[config.mk]
export PLATFORM = sky130hd
export DESIGN_NAME = ro_meas_ctrl_flat
export DESIGN_NICKNAME = d
export VERILOG_FILES = /design/src/rtl/ro_meas_ctrl_pkg.sv /design/src/rtl/ro_meas_ctrl_if.sv /design/src/rtl/ro_meas_ctrl_sync_edge.sv /design/src/rtl/ro_meas_ctrl.sv /design/src/flat_wrapper.sv
export SDC_FILE = /design/constraint.sdc
export NUM_CORES = 1
export LEC_CHECK = 0
export ABC_AREA = 1
export ABC_CLOCK_PERIOD_IN_PS = 2300
export BUFFER_PORTS_ARGS = -buffer_cell sky130_fd_sc_hd__buf_2
export CORE_MARGIN = 2
export CORE_UTILIZATION = 40
export DETAILED_ROUTE_END_ITERATION = 12
export GPL_TIMING_DRIVEN = 1
export PLACE_DENSITY = 0.63
export SKIP_LAST_GASP = 1
export SLEW_MARGIN = 20
export SYNTH_ARGS = -nofsm -noshare
export SYNTH_HDL_FRONTEND = slang
export SYNTH_SLANG_ARGS = --single-unit
[constraint.sdc]
create_clock -name clk -period 2.3 [get_ports clk]
set_input_delay 0.345 -clock clk [delete_from_list [all_inputs] [get_ports clk]]
set_output_delay 0.345 -clock clk [all_outputs]
set_load 0.02 [all_outputs]
[src/rtl/ro_meas_ctrl_pkg.sv]
// rtl/ro_meas_ctrl_pkg.sv - shared types and default sizes for the ring-oscillator measurement controller
package ro_ctrl_pkg;

    localparam int DEF_GATE_W     = 16;
    localparam int DEF_CNT_W      = 16;
    localparam int DEF_SETTLE_CYC = 16;

    typedef enum logic [1:0] {
        IDLE,
        SETTLE,
        GATE,
        DONE
    } ro_state_t;

endpackage

[src/rtl/ro_meas_ctrl_if.sv]
// rtl/ro_meas_ctrl_if.sv - control/result bundle between tile pins, oscillator and the measurement controller
interface ro_meas_ctrl_if
    import ro_ctrl_pkg::*;
#(
    parameter int GATE_W = DEF_GATE_W,
    parameter int CNT_W  = DEF_CNT_W
);
    logic              start;
    logic              abort;
    logic              cont;
    logic [GATE_W-1:0] gate_len;
    logic              osc_in;
    logic              osc_en;
    logic              busy;
    logic              done;
    logic [CNT_W-1:0]  count;
    logic              overflow;

    modport master (
        output start, abort, cont, gate_len, osc_in,
        input  osc_en, busy, done, count, overflow
    );

    modport slave (
        input  start, abort, cont, gate_len, osc_in,
        output osc_en, busy, done, count, overflow
    );
endinterface

[src/rtl/ro_meas_ctrl_sync_edge.sv]
// rtl/ro_meas_ctrl_sync_edge.sv - 2-FF synchronizer with registered rising-edge detect
module ro_sync_edge (
    input  logic clk,
    input  logic rst,
    input  logic d_async,
    output logic rise
);
    logic s1;
    logic s2;
    logic prev;

    always_ff @(posedge clk) begin
        if (rst) begin
            s1   <= 1'b0;
            s2   <= 1'b0;
            prev <= 1'b0;
        end else begin
            s1   <= d_async;
            s2   <= s1;
            prev <= s2;
        end
    end

    assign rise = s2 & ~prev;
endmodule

[src/rtl/ro_meas_ctrl.sv]
// rtl/ro_meas_ctrl.sv - enables the ring oscillator, settles, counts its edges over a gate window and reports the result
module ro_meas_ctrl
    import ro_ctrl_pkg::*;
#(
    parameter int GATE_W     = DEF_GATE_W,
    parameter int CNT_W      = DEF_CNT_W,
    parameter int SETTLE_CYC = DEF_SETTLE_CYC
) (
    input  logic           clk,
    input  logic           rst,
    ro_meas_ctrl_if.slave  bus
);
    // One down-counter serves both the settle interval and the gate window.
    localparam int SW = $clog2(SETTLE_CYC);
    localparam int DW = (GATE_W > SW) ? GATE_W : SW;
    localparam logic [DW-1:0] SETTLE_LOAD = DW'(SETTLE_CYC - 1);

    ro_state_t         state, state_nxt;
    logic [DW-1:0]     cnt, cnt_nxt;
    logic [GATE_W-1:0] gate_q, gate_nxt;
    logic [CNT_W-1:0]  acc, acc_nxt;
    logic [CNT_W-1:0]  count_q;
    logic              ovf, ovf_nxt;
    logic              ovf_q;
    logic              load_res;
    logic              rise;

    ro_sync_edge u_sync (
        .clk     (clk),
        .rst     (rst),
        .d_async (bus.osc_in),
        .rise    (rise)
    );

    always_comb begin
        state_nxt = state;
        cnt_nxt   = cnt;
        gate_nxt  = gate_q;
        acc_nxt   = acc;
        ovf_nxt   = ovf;
        load_res  = 1'b0;
        case (state)
            IDLE: begin
                if (bus.start) begin
                    gate_nxt  = bus.gate_len;
                    acc_nxt   = '0;
                    ovf_nxt   = 1'b0;
                    cnt_nxt   = SETTLE_LOAD;
                    state_nxt = SETTLE;
                end
            end
            SETTLE: begin
                if (bus.abort) begin
                    state_nxt = IDLE;
                end else if (cnt == '0) begin
                    if (gate_q == '0) begin
                        state_nxt = DONE;
                        load_res  = 1'b1;
                    end else begin
                        cnt_nxt   = DW'(gate_q) - DW'(1);
                        state_nxt = GATE;
                    end
                end else begin
                    cnt_nxt = cnt - DW'(1);
                end
            end
            GATE: begin
                // Saturate rather than wrap; an edge lost at all-ones flags overflow.
                if (rise) begin
                    if (&acc) ovf_nxt = 1'b1;
                    else      acc_nxt = acc + CNT_W'(1);
                end
                if (bus.abort) begin
                    state_nxt = IDLE;
                end else if (cnt == '0) begin
                    state_nxt = DONE;
                    load_res  = 1'b1;
                end else begin
                    cnt_nxt = cnt - DW'(1);
                end
            end
            DONE: begin
                if (bus.cont) begin
                    gate_nxt  = bus.gate_len;
                    acc_nxt   = '0;
                    ovf_nxt   = 1'b0;
                    cnt_nxt   = SETTLE_LOAD;
                    state_nxt = SETTLE;
                end else begin
                    state_nxt = IDLE;
                end
            end
            default: state_nxt = IDLE;
        endcase
    end

    // Results are latched on entry to DONE so they coincide with the done pulse.
    always_ff @(posedge clk) begin
        if (rst) begin
            state   <= IDLE;
            cnt     <= '0;
            gate_q  <= '0;
            acc     <= '0;
            ovf     <= 1'b0;
            count_q <= '0;
            ovf_q   <= 1'b0;
        end else begin
            state  <= state_nxt;
            cnt    <= cnt_nxt;
            gate_q <= gate_nxt;
            acc    <= acc_nxt;
            ovf    <= ovf_nxt;
            if (load_res) begin
                count_q <= acc_nxt;
                ovf_q   <= ovf_nxt;
            end
        end
    end

    assign bus.osc_en   = (state == SETTLE) || (state == GATE);
    assign bus.busy     = (state == SETTLE) || (state == GATE);
    assign bus.done     = (state == DONE);
    assign bus.count    = count_q;
    assign bus.overflow = ovf_q;
endmodule

[src/flat_wrapper.sv]
// flat-port wrapper written by rule: the top's interface ports become plain ports
module ro_meas_ctrl_flat import ro_ctrl_pkg::*;
#(
    parameter int GATE_W     = DEF_GATE_W,
    parameter int CNT_W      = DEF_CNT_W,
    parameter int SETTLE_CYC = DEF_SETTLE_CYC
)
  (clk, rst, bus_start, bus_abort, bus_cont, bus_gate_len, bus_osc_in, bus_osc_en, bus_busy, bus_done, bus_count, bus_overflow);
  ro_meas_ctrl_if #(.GATE_W(GATE_W), .CNT_W(CNT_W)) bus_i ();
  input  logic clk;
  input  logic rst;
  input wire logic [$bits(bus_i.start)-1:0] bus_start;
  input wire logic [$bits(bus_i.abort)-1:0] bus_abort;
  input wire logic [$bits(bus_i.cont)-1:0] bus_cont;
  input wire logic [$bits(bus_i.gate_len)-1:0] bus_gate_len;
  input wire logic [$bits(bus_i.osc_in)-1:0] bus_osc_in;
  output wire logic [$bits(bus_i.osc_en)-1:0] bus_osc_en;
  output wire logic [$bits(bus_i.busy)-1:0] bus_busy;
  output wire logic [$bits(bus_i.done)-1:0] bus_done;
  output wire logic [$bits(bus_i.count)-1:0] bus_count;
  output wire logic [$bits(bus_i.overflow)-1:0] bus_overflow;
  assign bus_i.start = bus_start;
  assign bus_i.abort = bus_abort;
  assign bus_i.cont = bus_cont;
  assign bus_i.gate_len = bus_gate_len;
  assign bus_i.osc_in = bus_osc_in;
  assign bus_osc_en = bus_i.osc_en;
  assign bus_busy = bus_i.busy;
  assign bus_done = bus_i.done;
  assign bus_count = bus_i.count;
  assign bus_overflow = bus_i.overflow;
  ro_meas_ctrl #(.GATE_W(GATE_W), .CNT_W(CNT_W), .SETTLE_CYC(SETTLE_CYC)) u_core (.clk(clk), .rst(rst), .bus(bus_i));
endmodule
# --- Word level (Yosys, flattened, before mapping) ---
# Cells that the tools add are included.
totals:
  wordCells: 70
  ff_bits: 71
op_classes:
  reduce_logical: 9
  eq_ne: 11
  bitwise: 2
  addsub: 3
  muxes: 35
op_table:
  columns: ["op", "n"]
  rows:
  - ["$mux W16", 13]
  - ["$pmux W16 S4", 1]
  - ["$pmux W16 S3", 1]
  - ["$logic_not A16 Y1", 2]
  - ["$pmux W16 S2", 1]
  - ["$sub A16 B1 Y16 const B", 2]
  - ["$add A16 B1 Y16 const B", 1]
  - ["$reduce_and A16 Y1", 1]
  - ["$mux W1", 11]
  - ["$mux W2", 5]
  - ["$ne A2 B2 Y1 const B", 5]
  - ["$pmux W2 S4", 1]
  - ["$ne A3 B2 Y1 const B", 2]
  - ["$reduce_and A3 Y1", 2]
  - ["$reduce_and A6 Y1", 1]
  - ["$eq A2 B2 Y1 const B", 2]
  - ["$ne A3 B3 Y1 const B", 1]
  - ["$pmux W1 S3", 1]
  - ["$eq A2 B1 Y1 const B", 1]
  - ["$logic_not A2 Y1", 1]
  - ["$pmux W1 S2", 1]
  - ["$reduce_bool A2 Y1", 1]
  - ["$and A1 B1 Y1", 1]
  - ["$logic_or A1 B1 Y1", 1]
  - ["$not A1 Y1", 1]

# --- Depth between registers and ports, before layout ---
# Gate-level depths: netlist (run 1).
logic_depth:
  ltp_word: 5
  depth_mapped: 14
  ltp_nobuf: 14

# --- By module ---
# Synthesis (run 1) repeated with hierarchy kept, for this count alone.
hier_totals:
  cells_unflattened: 705
  hier_area_um2: 4386.7
by_module_without_submodules:
  columns: ["mod", "n_inst", "area_per_inst_um2", "cells_each", "seq_area_each_um2"]
  rows:
  - ["ro_meas_ctrl", 1, 4300.4, 695, 1361.3]
  - ["ro_sync_edge", 1, 86.3, 10, 60.1]

# --- Worst setup path before layout (run 1) ---
# OpenSTA, ideal clock, no wires.
synth_timing:
  path_kind: "register to register"
  from: "register u_core.state[1]"
  to: "register u_core.count_q[1], in the netlist u_core.bus.count[1]"
  path_stages_with_launch: 11
  slack_ns: 0.544
  period_less_slack_ns: 1.756
  arrival_ns: 1.647
  cell_sequence: "dfxtp_1 > inv_1 > ha_1 > inv_1 > nor2_1 > nand3_4 > clkinv_4 > buf_12 > nand3_1 > nand2_1 > inv_1"
synth_between:
  elab_chain_cells: 2
  word_cells_on_any_way: 6
synth_lines:
  columns: ["element", "line", "rtl"]
  rows:
  - ["from (decl)", "ro_meas_ctrl.sv:18", "ro_state_t state, state_nxt;"]
  - ["from (signal assigned)", "ro_meas_ctrl.sv:108", "state <= state_nxt;"]
  - ["$eq A2 B2 Y1, or another cell as far along", "ro_meas_ctrl.sv:42", "case (state)"]
  - ["$pmux W16 S3 / $pmux W1 S2 (equally long branches)", "ro_meas_ctrl.sv:42", null]
  - ["to (signal assigned)", "ro_meas_ctrl.sv:114", "count_q <= acc_nxt;"]
  - ["to (decl)", "ro_meas_ctrl.sv:22", "logic [CNT_W-1:0] count_q;"]
# Several ways; a longest one is shown, not always the timed one.
# A chain may end at the register's enable or synchronous reset.

# --- Worst setup path after layout (run 1) ---
layout_timing:
  from: "register u_core.state[1]"
  to: "register u_core.gate_q[1]"
layout_between:
  elab_chain_cells: 3
  word_cells_on_any_way: 7
layout_lines:
  columns: ["element", "line", "rtl"]
  rows:
  - ["$eq A2 B2 Y1 / $logic_not A2 Y1 (equally long branches)", "ro_meas_ctrl.sv:42", null]
  - ["$ne A2 B2 Y1 (no source line) / $reduce_bool A2 Y1 (equally long branches)", null, null]
  - ["$reduce_and A3 Y1 (no source line)", null, null]
  - ["to (signal assigned)", "ro_meas_ctrl.sv:110", "gate_q <= gate_nxt;"]
  - ["to (decl)", "ro_meas_ctrl.sv:20", "logic [GATE_W-1:0] gate_q, gate_nxt;"]
# Several ways; a longest one is shown, not always the timed one.

==> flow_metrics.tcl, run 1 <==
set metrics [dict create \
    htreeDepth 3 \
    synth_edf_count 0 \
    grt_use_total_pct 20.1 \
    hp-class "input pin to flop" \
    status "finished, final reports clean" \
    dr.pass1.iters 5 \
    port_buffers 41 \
    viasPerCell 4.98 \
    tightest_slew_ns 0.832 \
    cts_tree "yes" \
    antenna_cells 0 \
    cp-start-kind "flop" \
    grt_max_degree 41 \
    cts.sink_count 71 \
    yosys_register_bits 71 \
    syn2layout_area_growth_pct 11.8 \
    antenna_found_initial 0 \
    switching_share_pct 34.3 \
    fin_skew_ns 0.00991 \
    finalSetupTns_ns 0 \
    totalWireLength_um 11300 \
    ir_worst_vdd_mv 0.401 \
    grt_setup_unrepaired "false" \
    cp_max_fo 15 \
    syn_inst 677 \
    synth_ff_type "dfxtp_1" \
    finalPower_uw 3530 \
    grt_pass1_vias 3965 \
    rows 38 \
    post-route-period-util_pct 92.3 \
    hold_buffers 0 \
    dp_hpwl_um 8380 \
    yosysWarnings 0 \
    ys_seq_area_share_pct 31.7 \
    finalMaxSlewViolations 0 \
    fillCellCount 1119 \
    synth-async-reset-ratio_pct 0 \
    grt_pass1_wl_um 18900 \
    nets 746 \
    fmax_mhz 471 \
    cp-end-kind "flop" \
    worstPathRequired_ns 2.55 \
    p_sw_uw 1210 \
    worst-setup-path-type "flop to flop" \
    die_w_um 110 \
    syn_area_per_cell_sq_um 6.63 \
    design.die.area_sq_um 12100 \
    whs_ns 0.186 \
    powerDensity_nw_per_um2 703 \
    comb_power_share_pct 28.1 \
    ios 42 \
    pwr-share-clk_pct 33.1 \
    max-clock-path-buffers 2 \
    final_hold_viol_count 0 \
    core_area_sq_um 10900 \
    slew-limit-headroom_pct 44.4 \
    path_clk_slew_ns 0.07 \
    pwr-share-seq_pct 38.8 \
    syn-num-nets 707 \
    netlist_area_sq_um 4490 \
    drt_drc_violations_left 0 \
    via_count 4285 \
    gp_congestion 0.952 \
    p_int_uw 2320 \
    cts_buffers 9 \
    cp.arrival_ns 2.37 \
    dieHeight_um 110 \
    register_area_sq_um 1420 \
    grt_overflow 0 \
    finalSetupViolCount 0 \
    utilization_pct 46.1 \
    drv_cap 0 \
    yosysUniqueCellTypes 45 \
    ant_nets 0 \
    cts_root_buf "clkbuf_8" \
    drtIter0Drc 196 \
    post-route-min-period_ns 2.12 \
    wire_per_inst_um 13.1 \
    leakagePower_uw 0.00228 \
    clk_latency_ns 0.36 \
    drive_gt1_share_pct 19.4 \
    multi_input_area_sq_um 2580 \
    start_util_pct 41.2 \
]
-- flip-flops by register name, summed over array words and instances (netlist names) --
name	flops
u_core.acc	16
u_core.bus.count	16
u_core.gate_q	16
u_core.ovf	1
u_core.bus.overflow	1
u_core.cnt	16
u_core.u_sync.s2	1
u_core.u_sync.s1	1
u_core.u_sync.prev	1
u_core.state	2
-- power by group through the flow --
stage | logic (uW) | registers, uW | clock network, uW
final | 994 | 1370 | 1170
after global placement | 946 | 1390 | 0
after CTS | 970 | 1370 | 1180
after global routing | 1120 | 1380 | 1240
after detailed placement | 964 | 1400 | 0
after floorplan | 793 | 1380 | 0
-- Yosys cell counts, types with 2 or more instances --
| library cell | number | share of area [%] |
|---|---|---|
| inv_2 | 10 | 0.84 |
| o22ai_1 | 3 | 0.42 |
| xor2_1 | 10 | 2.0 |
| o211ai_1 | 3 | 0.50 |
| nor2_8 | 2 | 0.89 |
| xnor2_1 | 5 | 0.98 |
| o21ai_0 | 42 | 4.7 |
| a21oi_1 | 42 | 4.7 |
| ha_1 | 8 | 2.2 |
| nor2_4 | 3 | 0.75 |
| inv_1 | 80 | 6.7 |
| nand2_1 | 155 | 13 |
| buf_12 | 2 | 0.89 |
| a31oi_1 | 2 | 0.28 |
| dfxtp_1 | 71 | 32 |
| o21ai_1 | 5 | 0.56 |
| nand2_4 | 2 | 0.50 |
| buf_2 | 3 | 0.33 |
| nand3b_1 | 2 | 0.33 |
| clkbuf_1 | 8 | 0.67 |
| or2_2 | 4 | 0.56 |
| nand3_1 | 56 | 6.2 |
| nor3_1 | 2 | 0.22 |
| nand4_1 | 9 | 1.3 |
| a21oi_2 | 13 | 2.5 |
| nor2_1 | 83 | 6.9 |
| nand3_2 | 7 | 1.6 |
| nand2_2 | 10 | 1.4 |
| buf_6 | 3 | 0.75 |
| nor2_2 | 16 | 2.2 |
| buf_4 | 2 | 0.33 |
-- metrics by stage --
step	cell area, sq um	cells	worst slack [ns]
after global placement	4760	843	0.272
after floorplan	4490	677	0.544
after detailed placement	4760	843	0.0487
after CTS	4990	858	0.0612
after global routing	5020	860	0.0265
final	5020	860	0.177
-- layout by cell type (no fill, tap or decap), types with 2 or more instances in the layout --
cell / count
a21oi_1: 41
a21oi_2: 14
a31oi_1: 2
buf_2: 41
buf_4: 6
bufinv_16: 2
clkbuf_8: 12
clkinvlp_4: 2
dfxtp_1: 71
ha_1: 8
inv_1: 79
inv_2: 10
nand2_1: 154
nand2_2: 11
nand2_4: 2
nand3_1: 56
nand3_2: 7
nand3b_1: 2
nand4_1: 9
nor2_1: 83
nor2_2: 16
nor2_4: 3
nor2_8: 2
nor3_1: 2
o211ai_1: 3
o21ai_0: 42
o21ai_1: 5
o22ai_1: 3
or2_2: 4
xnor2_1: 5
xor2_1: 10
-- layout make-up --
type                            count  share of cell area [%]
Multi-Input combinational cell    494                    51.4
Sequential cell                    71                    28.3
Inverter                           92                    7.11
Timing Repair Buffer               47                    4.99
Tap cell                          140                    3.49
Clock buffer                       12                    3.29
Clock inverter                      3                    1.30
Timing Repair inverter              1                   0.150
-- cells by family after synthesis --
group	after synthesis	synth area share, %
fa+ha+maj	8	2.23
buf+inv	112	11.1
xor+xnor	15	2.93
flops	71	31.7
compound gates	115	14.7
simple gates	356	37.4
-- path summary, 6_finish.rpt --
path,slack [ns],to,startpoint,cells after the start
hold reg to reg,0.40,u_core.u_sync.s2$_SDFF_PP0_,u_core.u_sync.s1$_SDFF_PP0_,2
setup / recovery,0.18,u_core.gate_q[1]$_SDFFE_PP0P_,u_core.state[1]$_SDFFE_PP0P_,10
setup reg to reg,0.18,u_core.gate_q[1]$_SDFFE_PP0P_,u_core.state[1]$_SDFFE_PP0P_,10
hold / removal,0.19,u_core.u_sync.s1$_SDFF_PP0_,bus_osc_in,3
-- worst max-delay path: stages (launching register included) --
cell and delay [ns]:
dfxtp_1 0.39, inv_1 0.08, ha_1 0.22, inv_2 0.08
or2_1 0.14, nand2_1 0.13, a21oi_2 0.36, clkinvlp_4 0.15
buf_4 0.19, o21ai_0 0.20, a21oi_1 0.06
-- per-layer routing --
metal / vias up / share of wire [%] / global-route usage [%]
met5: - / 0 / 0
met4: 0 / 1.2 / 6.60
met3: 16 / 4.8 / 3.73
met2: 100 / 45 / 30.9
met1: 1931 / 49 / 28.1
li1: 2238 / - / -
-- repair_timing --
item,CTS,global route
gates resized for setup,0,4
buffers inserted,0,1
setup endpoints to repair,0,16
No activity file was read; power rests on OpenSTA's default activity.
==> run 2: changes to the inputs <==
Settings changed: CELL_PAD_IN_SITES_DETAIL_PLACEMENT set to 1, CELL_PAD_IN_SITES_GLOBAL_PLACEMENT set to 2, CORE_UTILIZATION 40 to 33, PLACE_DENSITY 0.63 to 0.85.
==> run 2 against run 1 <==
  * Flip-flop and latch count stayed put
  * Core utilization shrank 7.0 points
  * Critical path depth unchanged
  * Maximum frequency is 1.2% higher
  * Count of clock-buffer cells in the layout down 3
  * Via count increased by 2.7%
  * Combinational power is 8% higher
  * Cell area rose by 3.2%
  * Clock power grew 23%
  * Critical path type unchanged
==> flow_metrics.tcl, run 2 (synthesis results as in run 1) <==
set metrics [dict create \
    hold_buffers 0 \
    finalMaxSlewViolations 0 \
    grt_pass1_wl_um 23100 \
    drv_cap 0 \
    tightest_slew_ns 0.540 \
    ios 42 \
    worst-setup-path-type "flop to flop" \
    hold_start "bus_osc_in" \
    path_clk_slew_ns 0.06 \
    cp-start-kind "flop" \
    dieHeight_um 121 \
    clk_latency_ns 0.34 \
    core_area_sq_um 13200 \
    grt_setup_unrepaired "true" \
    leakagePower_uw 0.00231 \
    dp_hpwl_um 10100 \
    final_common_cell "nand2_1" \
    worstPathRequired_ns 2.58 \
    syn2layout_area_growth_pct 15.4 \
    worstPathCellList "ha_1 -> inv_1 -> or2_2 -> nand2_1 -> nor2_1 -> inv_1 -> nand2_1 -> nand2_1 -> nor2_1 -> nor2_1" \
    die_w_um 121 \
    worst_path_largest_cell_delay_ns 0.37 \
    drt_drc_violations_left 0 \
    hp-class "input pin to flop" \
    cpMaxStageDelayCell "dfxtp_1" \
    grt_pass1_vias 4619 \
    cp_top_family "simple AND/OR/NAND/NOR gates" \
    gp_congestion 0.857 \
    finalSetupViolCount 0 \
    fin_skew_ns 0.00639 \
    grt_overflow 0 \
    port_buffers 41 \
    status "finished, final reports clean" \
    final_cell_mix "nand2_1 (155), nor2_1 (83), inv_1 (79)" \
    final_hold_viol_count 0 \
    slew-limit-headroom_pct 64.0 \
    cp_max_fo 12 \
    cts_buffers 9 \
    max-clock-path-buffers 2 \
    fmax_mhz 477 \
    holdPathStages 3 \
    cts.sink_count 71 \
    finalSetupTns_ns 0 \
    design.die.area_sq_um 14600 \
    r2r-start "u_core.state[1]$_SDFFE_PP0P_" \
    htreeDepth 3 \
    start_util_pct 33.9 \
    wire_per_inst_um 15.1 \
    powerDensity_nw_per_um2 749 \
    nets 749 \
    grt_max_degree 41 \
    r2r_cells 10 \
    totalWireLength_um 13600 \
    hold_path_end "u_core.u_sync.s1$_SDFF_PP0_" \
    antenna_found_initial 0 \
    dp_slack_ns 0.00769 \
    cts_tree "yes" \
    worst-path-buf-inv 2 \
    setup_ws_ns 0.202 \
    cts_root_buf "clkbuf_16" \
    r2r_end "u_core.bus.count[3]$_SDFFE_PP0P_" \
    rows 42 \
    drive_gt1_share_pct 19.9 \
    via_count 4401 \
    ant_nets 0 \
    grt_use_total_pct 19.7 \
    post-route-min-period_ns 2.10 \
    antenna_cells 0 \
    cp-end-kind "flop" \
    reg2reg_slack_ns 0.20 \
    ir_worst_vdd_mv 0.285 \
    post-route-period-util_pct 91.2 \
    cp.arrival_ns 2.38 \
    drtIter0Drc 168 \
    viasPerCell 4.89 \
    dr.pass1.iters 4 \
]
==> run 2: cell count changes in the layout (fill, tap and decap cells not counted), moves of 2 or more <==
cell	delta
clkbuf_16	+9
clkbuf_8	-12
a21oi_2	-2
clkinvlp_4	+4
a21oi_4	+2
==> run 2: layout make-up <==
| cell class | count | area, sq um |
|---|---|---|
| inverter | 92 | 357 |
| timing repair buffer | 49 | 278 |
| fill | 1734 | 8060 |
| multi-input combinational | 494 | 2590 |
| timing repair inverter | 2 | 15.0 |
| clock buffer | 9 | 225 |
| sequential | 71 | 1420 |
| tap | 176 | 220 |
| clock inverter | 7 | 71.3 |
==> run 2: timing repair <==
action	CTS	global route
buffers inserted	0	1
gates resized for setup	3	4
setup endpoints to repair	1	17
gates cloned	1	1
==> run 2: worst min-delay path: cells and delay by family <==
| kind | cells | cell delay, ns |
|---|---|---|
| AND/OR/NAND/NOR | 1 | 0.03 |
| buffers and inverters | 2 | 0.13 |
==> run 2: power breakdown <==
| group | total [uW] | switching, uW | leakage [uW] | internal (uW) |
|---|---|---|---|---|
| clock network | 1440 | 595 | 0.000138 | 840 |
| registers | 1370 | 71.7 | 0.000578 | 1300 |
| logic | 1070 | 717 | 0.00160 | 352 |
==> run 2: how the worst max path moves through the flow <==
stage | slack (ns) | to | startpoint | cells after the start
6_report | 0.20 | u_core.bus.count[3]$_SDFFE_PP0P_ | u_core.state[1]$_SDFFE_PP0P_ | 10
5_1_grt | -0.02 | u_core.bus.count[6]$_SDFFE_PP0P_ | u_core.state[1]$_SDFFE_PP0P_ | 10
4_1_cts | 0.03 | u_core.gate_q[12]$_SDFFE_PP0P_ | u_core.state[0]$_SDFFE_PP0P_ | 9
3_5_place_dp | 0.008 | u_core.gate_q[3]$_SDFFE_PP0P_ | u_core.state[0]$_SDFFE_PP0P_ | 9
3_3_place_gp | 0.29 | u_core.gate_q[7]$_SDFFE_PP0P_ | u_core.state[0]$_SDFFE_PP0P_ | 9
2_1_floorplan | 0.54 | u_core.bus.count[1]$_SDFFE_PP0P_ | u_core.state[1]$_SDFFE_PP0P_ | 10
==> run 2: routing by layer <==
| layer | part of all wire [%] | vias to the layer above | global-route usage, % | wire length (um) |
|---|---|---|---|---|
| met1 | 51 | 2071 | 28.0 | 6990 |
| met2 | 43 | 74 | 30.7 | 5870 |
| li1 | - | 2242 | - | - |
| met4 | 1.5 | 0 | 6.54 | 209 |
| met3 | 4.0 | 14 | 2.74 | 548 |
| met5 | 0 | - | 0 | 0 |
==> run 2: metrics by stage <==
step | cells | total power (uW) | util (%) | area [sq um] | hold slack [ns]
6_report | 900 | 3880 | 39.1 | 5180 | 0.214
5_1_grt | 900 | 4100 | 39.1 | 5180 | 0.232
4_1_cts | 898 | 3870 | 38.8 | 5130 | 0.209
3_5_place_dp | 881 | 2420 | 36.4 | 4820 | 0.410
3_3_place_gp | 881 | 2390 | 36.4 | 4820 | 0.390
2_1_floorplan | 677 | 2170 | - | 4490 | 0.388
==> run 3: changes to the inputs <==
Settings changed: ABC_AREA 1 to not set, CORE_UTILIZATION 33 to 35, PLACE_DENSITY 0.85 to 0.84.
==> run 3 against run 2 <==
  * Register-to-register slack lost 0.06 ns
  * Non-clock buffer count grew 24
  * Via count shrank 14%
  * Die area shrank 18%
  * First-iteration DRC count shrank 4.8%
  * Count of clock-buffer cells in the layout grew 3
  * Sequential share of layout area grew 3.3 points
  * Routed wire length shrank 14%
  * Sequential power is essentially flat
  * Clock skew grew 0.0034 ns
  * Worst setup slack lost 0.057 ns
  * Cell count shrank 24%
  * Critical endpoint is now u_core.cnt[14]$_SDFFE_PP0P_
  * Highest routed layer unchanged
==> flow_metrics.tcl, run 3 <==
set metrics [dict create \
    status "finished, final reports clean" \
    cp_max_fo 6 \
    hp-class "input pin to flop" \
    post-route-min-period_ns 2.16 \
    r2r_cells 6 \
    grt_use_total_pct 21.2 \
    grt_max_degree 28 \
    viasPerCell 5.55 \
    die_w_um 109 \
    wire_per_inst_um 17.3 \
    slew-limit-headroom_pct 61.4 \
    cts_buffers 9 \
    drt_drc_violations_left 0 \
    syn-num-nets 503 \
    path_clk_slew_ns 0.08 \
    gp_congestion 0.878 \
    netlist_area_sq_um 3880 \
    yosysWarnings 0 \
    antenna_found_initial 0 \
    tightest_slew_ns 0.576 \
    grt_setup_unrepaired "true" \
    reg2reg_slack_ns 0.14 \
    yosysUniqueCellTypes 65 \
    syn_inst 473 \
    cts_root_buf "clkbuf_8" \
    clk_latency_ns 0.37 \
    finalSetupViolCount 0 \
    synth_most_common_cell "dfxtp_1" \
    hold_path_end "u_core.u_sync.s1$_SDFF_PP0_" \
    drtIter0Drc 160 \
    synth_top_family_by_area "simple AND/OR/NAND/NOR gates" \
    cts.sink_count 71 \
    grt_pass1_vias 3738 \
    final_common_cell "dfxtp_1" \
    core_area_sq_um 10800 \
    hold_start "bus_osc_in" \
    r2r_end "u_core.cnt[14]$_SDFFE_PP0P_" \
    via_count 3771 \
    start_util_pct 35.8 \
    cp-start-kind "flop" \
    cts_tree "yes" \
    final_cell_mix "dfxtp_1 (71), nand2_1 (62), nor2_1 (41), buf_2 (41), a21oi_1 (40)" \
    design.die.area_sq_um 12000 \
    ios 42 \
    synth_xor_area_share_pct 4.06 \
    fmax_mhz 464 \
    dieHeight_um 109 \
    leakagePower_uw 0.00186 \
    holdPathStages 2 \
    ys_seq_area_share_pct 36.6 \
    synthSimpleGateAreaFrac_pct 29.2 \
    synth_area_leaders "dfxtp_1 (37%), nand2_1 (6.0%), a21oi_1 (5.2%)" \
    dp_slack_ns 0.0837 \
    htreeDepth 3 \
    r2r-start "u_core.gate_q[7]$_SDFFE_PP0P_" \
    synth_edf_count 0 \
    drive_gt1_share_pct 20.9 \
    setup_ws_ns 0.145 \
    nets 565 \
    yosys.area.top_type "dfxtp_1" \
    final_hold_viol_count 0 \
    fin_skew_ns 0.00984 \
    grt_overflow 0 \
    worstPathRequired_ns 2.57 \
    max-clock-path-buffers 2 \
    dr.pass1.iters 4 \
    finalPower_uw 3390 \
    synth_top_area_share_pct 36.6 \
    syn2layout_area_growth_pct 18.9 \
    synth_adder_area_share_pct 2.58 \
    post-route-period-util_pct 93.7 \
    cp-end-kind "flop" \
    drv_cap 0 \
    totalWireLength_um 11700 \
    synth_common_cells "dfxtp_1 (71), nand2_1 (62), nor2_1 (41)" \
    synth_compound_area_share_pct 23.3 \
    powerDensity_nw_per_um2 734 \
    synth-async-reset-ratio_pct 0 \
    port_buffers 41 \
    cp.arrival_ns 2.43 \
    finalMaxSlewViolations 0 \
    antenna_cells 0 \
    ant_nets 0 \
    rows 38 \
    yosys_register_bits 71 \
    synth_ff_type "dfxtp_1" \
    synth_mux_area_share_pct 0.258 \
    grt_pass1_wl_um 19400 \
    syn_area_per_cell_sq_um 8.21 \
    dp_hpwl_um 8770 \
    worst-setup-path-type "flop to flop" \
    ir_worst_vdd_mv 0.371 \
]
## run 3: worst max path at each step
stage                             endpoint                     startpoint  cells past startpoint  slack (ns)
4_1_cts         u_core.cnt[5]$_SDFFE_PP0P_   u_core.state[1]$_SDFFE_PP0P_                      9        0.06
5_1_grt         u_core.cnt[5]$_SDFFE_PP0P_   u_core.state[0]$_SDFFE_PP0P_                      9      -0.008
6_report       u_core.cnt[14]$_SDFFE_PP0P_  u_core.gate_q[7]$_SDFFE_PP0P_                      6        0.14
2_1_floorplan  u_core.cnt[14]$_SDFFE_PP0P_     u_core.cnt[0]$_SDFFE_PP0P_                      8        0.24
3_5_place_dp    u_core.cnt[8]$_SDFFE_PP0P_     u_core.cnt[0]$_SDFFE_PP0P_                      9        0.08
3_3_place_gp   u_core.cnt[14]$_SDFFE_PP0P_  u_core.gate_q[7]$_SDFFE_PP0P_                      6        0.17
## run 3: cells by family after synthesis
logic type / count (synthesis)
buffers and inverters: 33
AOI/OAI and AO/OA: 135
DFF: 71
xor gates and xnor gates: 18
adders and majority gates: 8
and+or+nand+nor: 207
muxes: 1
## run 3: critical path, stage by stage (launching register included)
cell      delay [ns]
dfxtp_1         0.37
or4_4           0.61
or3_4           0.36
nor3_2          0.17
xnor2_1         0.22
o211ai_2        0.10
a22o_1          0.23
## run 3: per-layer routing
layer,track usage [%],part of all wire (%)
met1,29.6,49
met2,32.3,46
met3,3.97,3.2
met4,8.23,1.7
met5,0,0
## run 3: power by group
group / internal (uW) / switching, uW / leakage [uW] / total (uW)
sequential: 1290 / 86.3 / 0.000577 / 1380
clock: 443 / 495 / 0.0000959 / 939
combinational: 449 / 627 / 0.00119 / 1080
## run 3: per-stage QoR
stage / cells / area (sq um) / utilization, % / hold slack (ns) / setup TNS [ns]
floorplan: 473 / 3880 / - / 0.414 / 0
global placement: 663 / 4390 / 40.5 / 0.431 / 0
detailed placement: 664 / 4400 / 40.6 / 0.450 / 0
CTS: 680 / 4580 / 42.2 / 0.181 / 0
global route: 680 / 4620 / 42.6 / 0.191 / -0.00785
finish: 680 / 4620 / 42.6 / 0.188 / 0
## run 3: timing repair
item	4_1_cts	5_1_grt
gates resized for setup	0	8
buffers inserted	0	0
hold buffers	0	0
endpoints found under the setup margin	0	17
hold endpoints to repair	0	0
## run 3: layout make-up
type                            count  area, sq um
Clock buffer                       12          155
Timing Repair Buffer               73          462
Clock inverter                      4         20.0
Sequential cell                    71         1420
Fill cell                        1352         6220
Tap cell                          140          175
Multi-Input combinational cell    369         2340
Inverter                           11         41.3
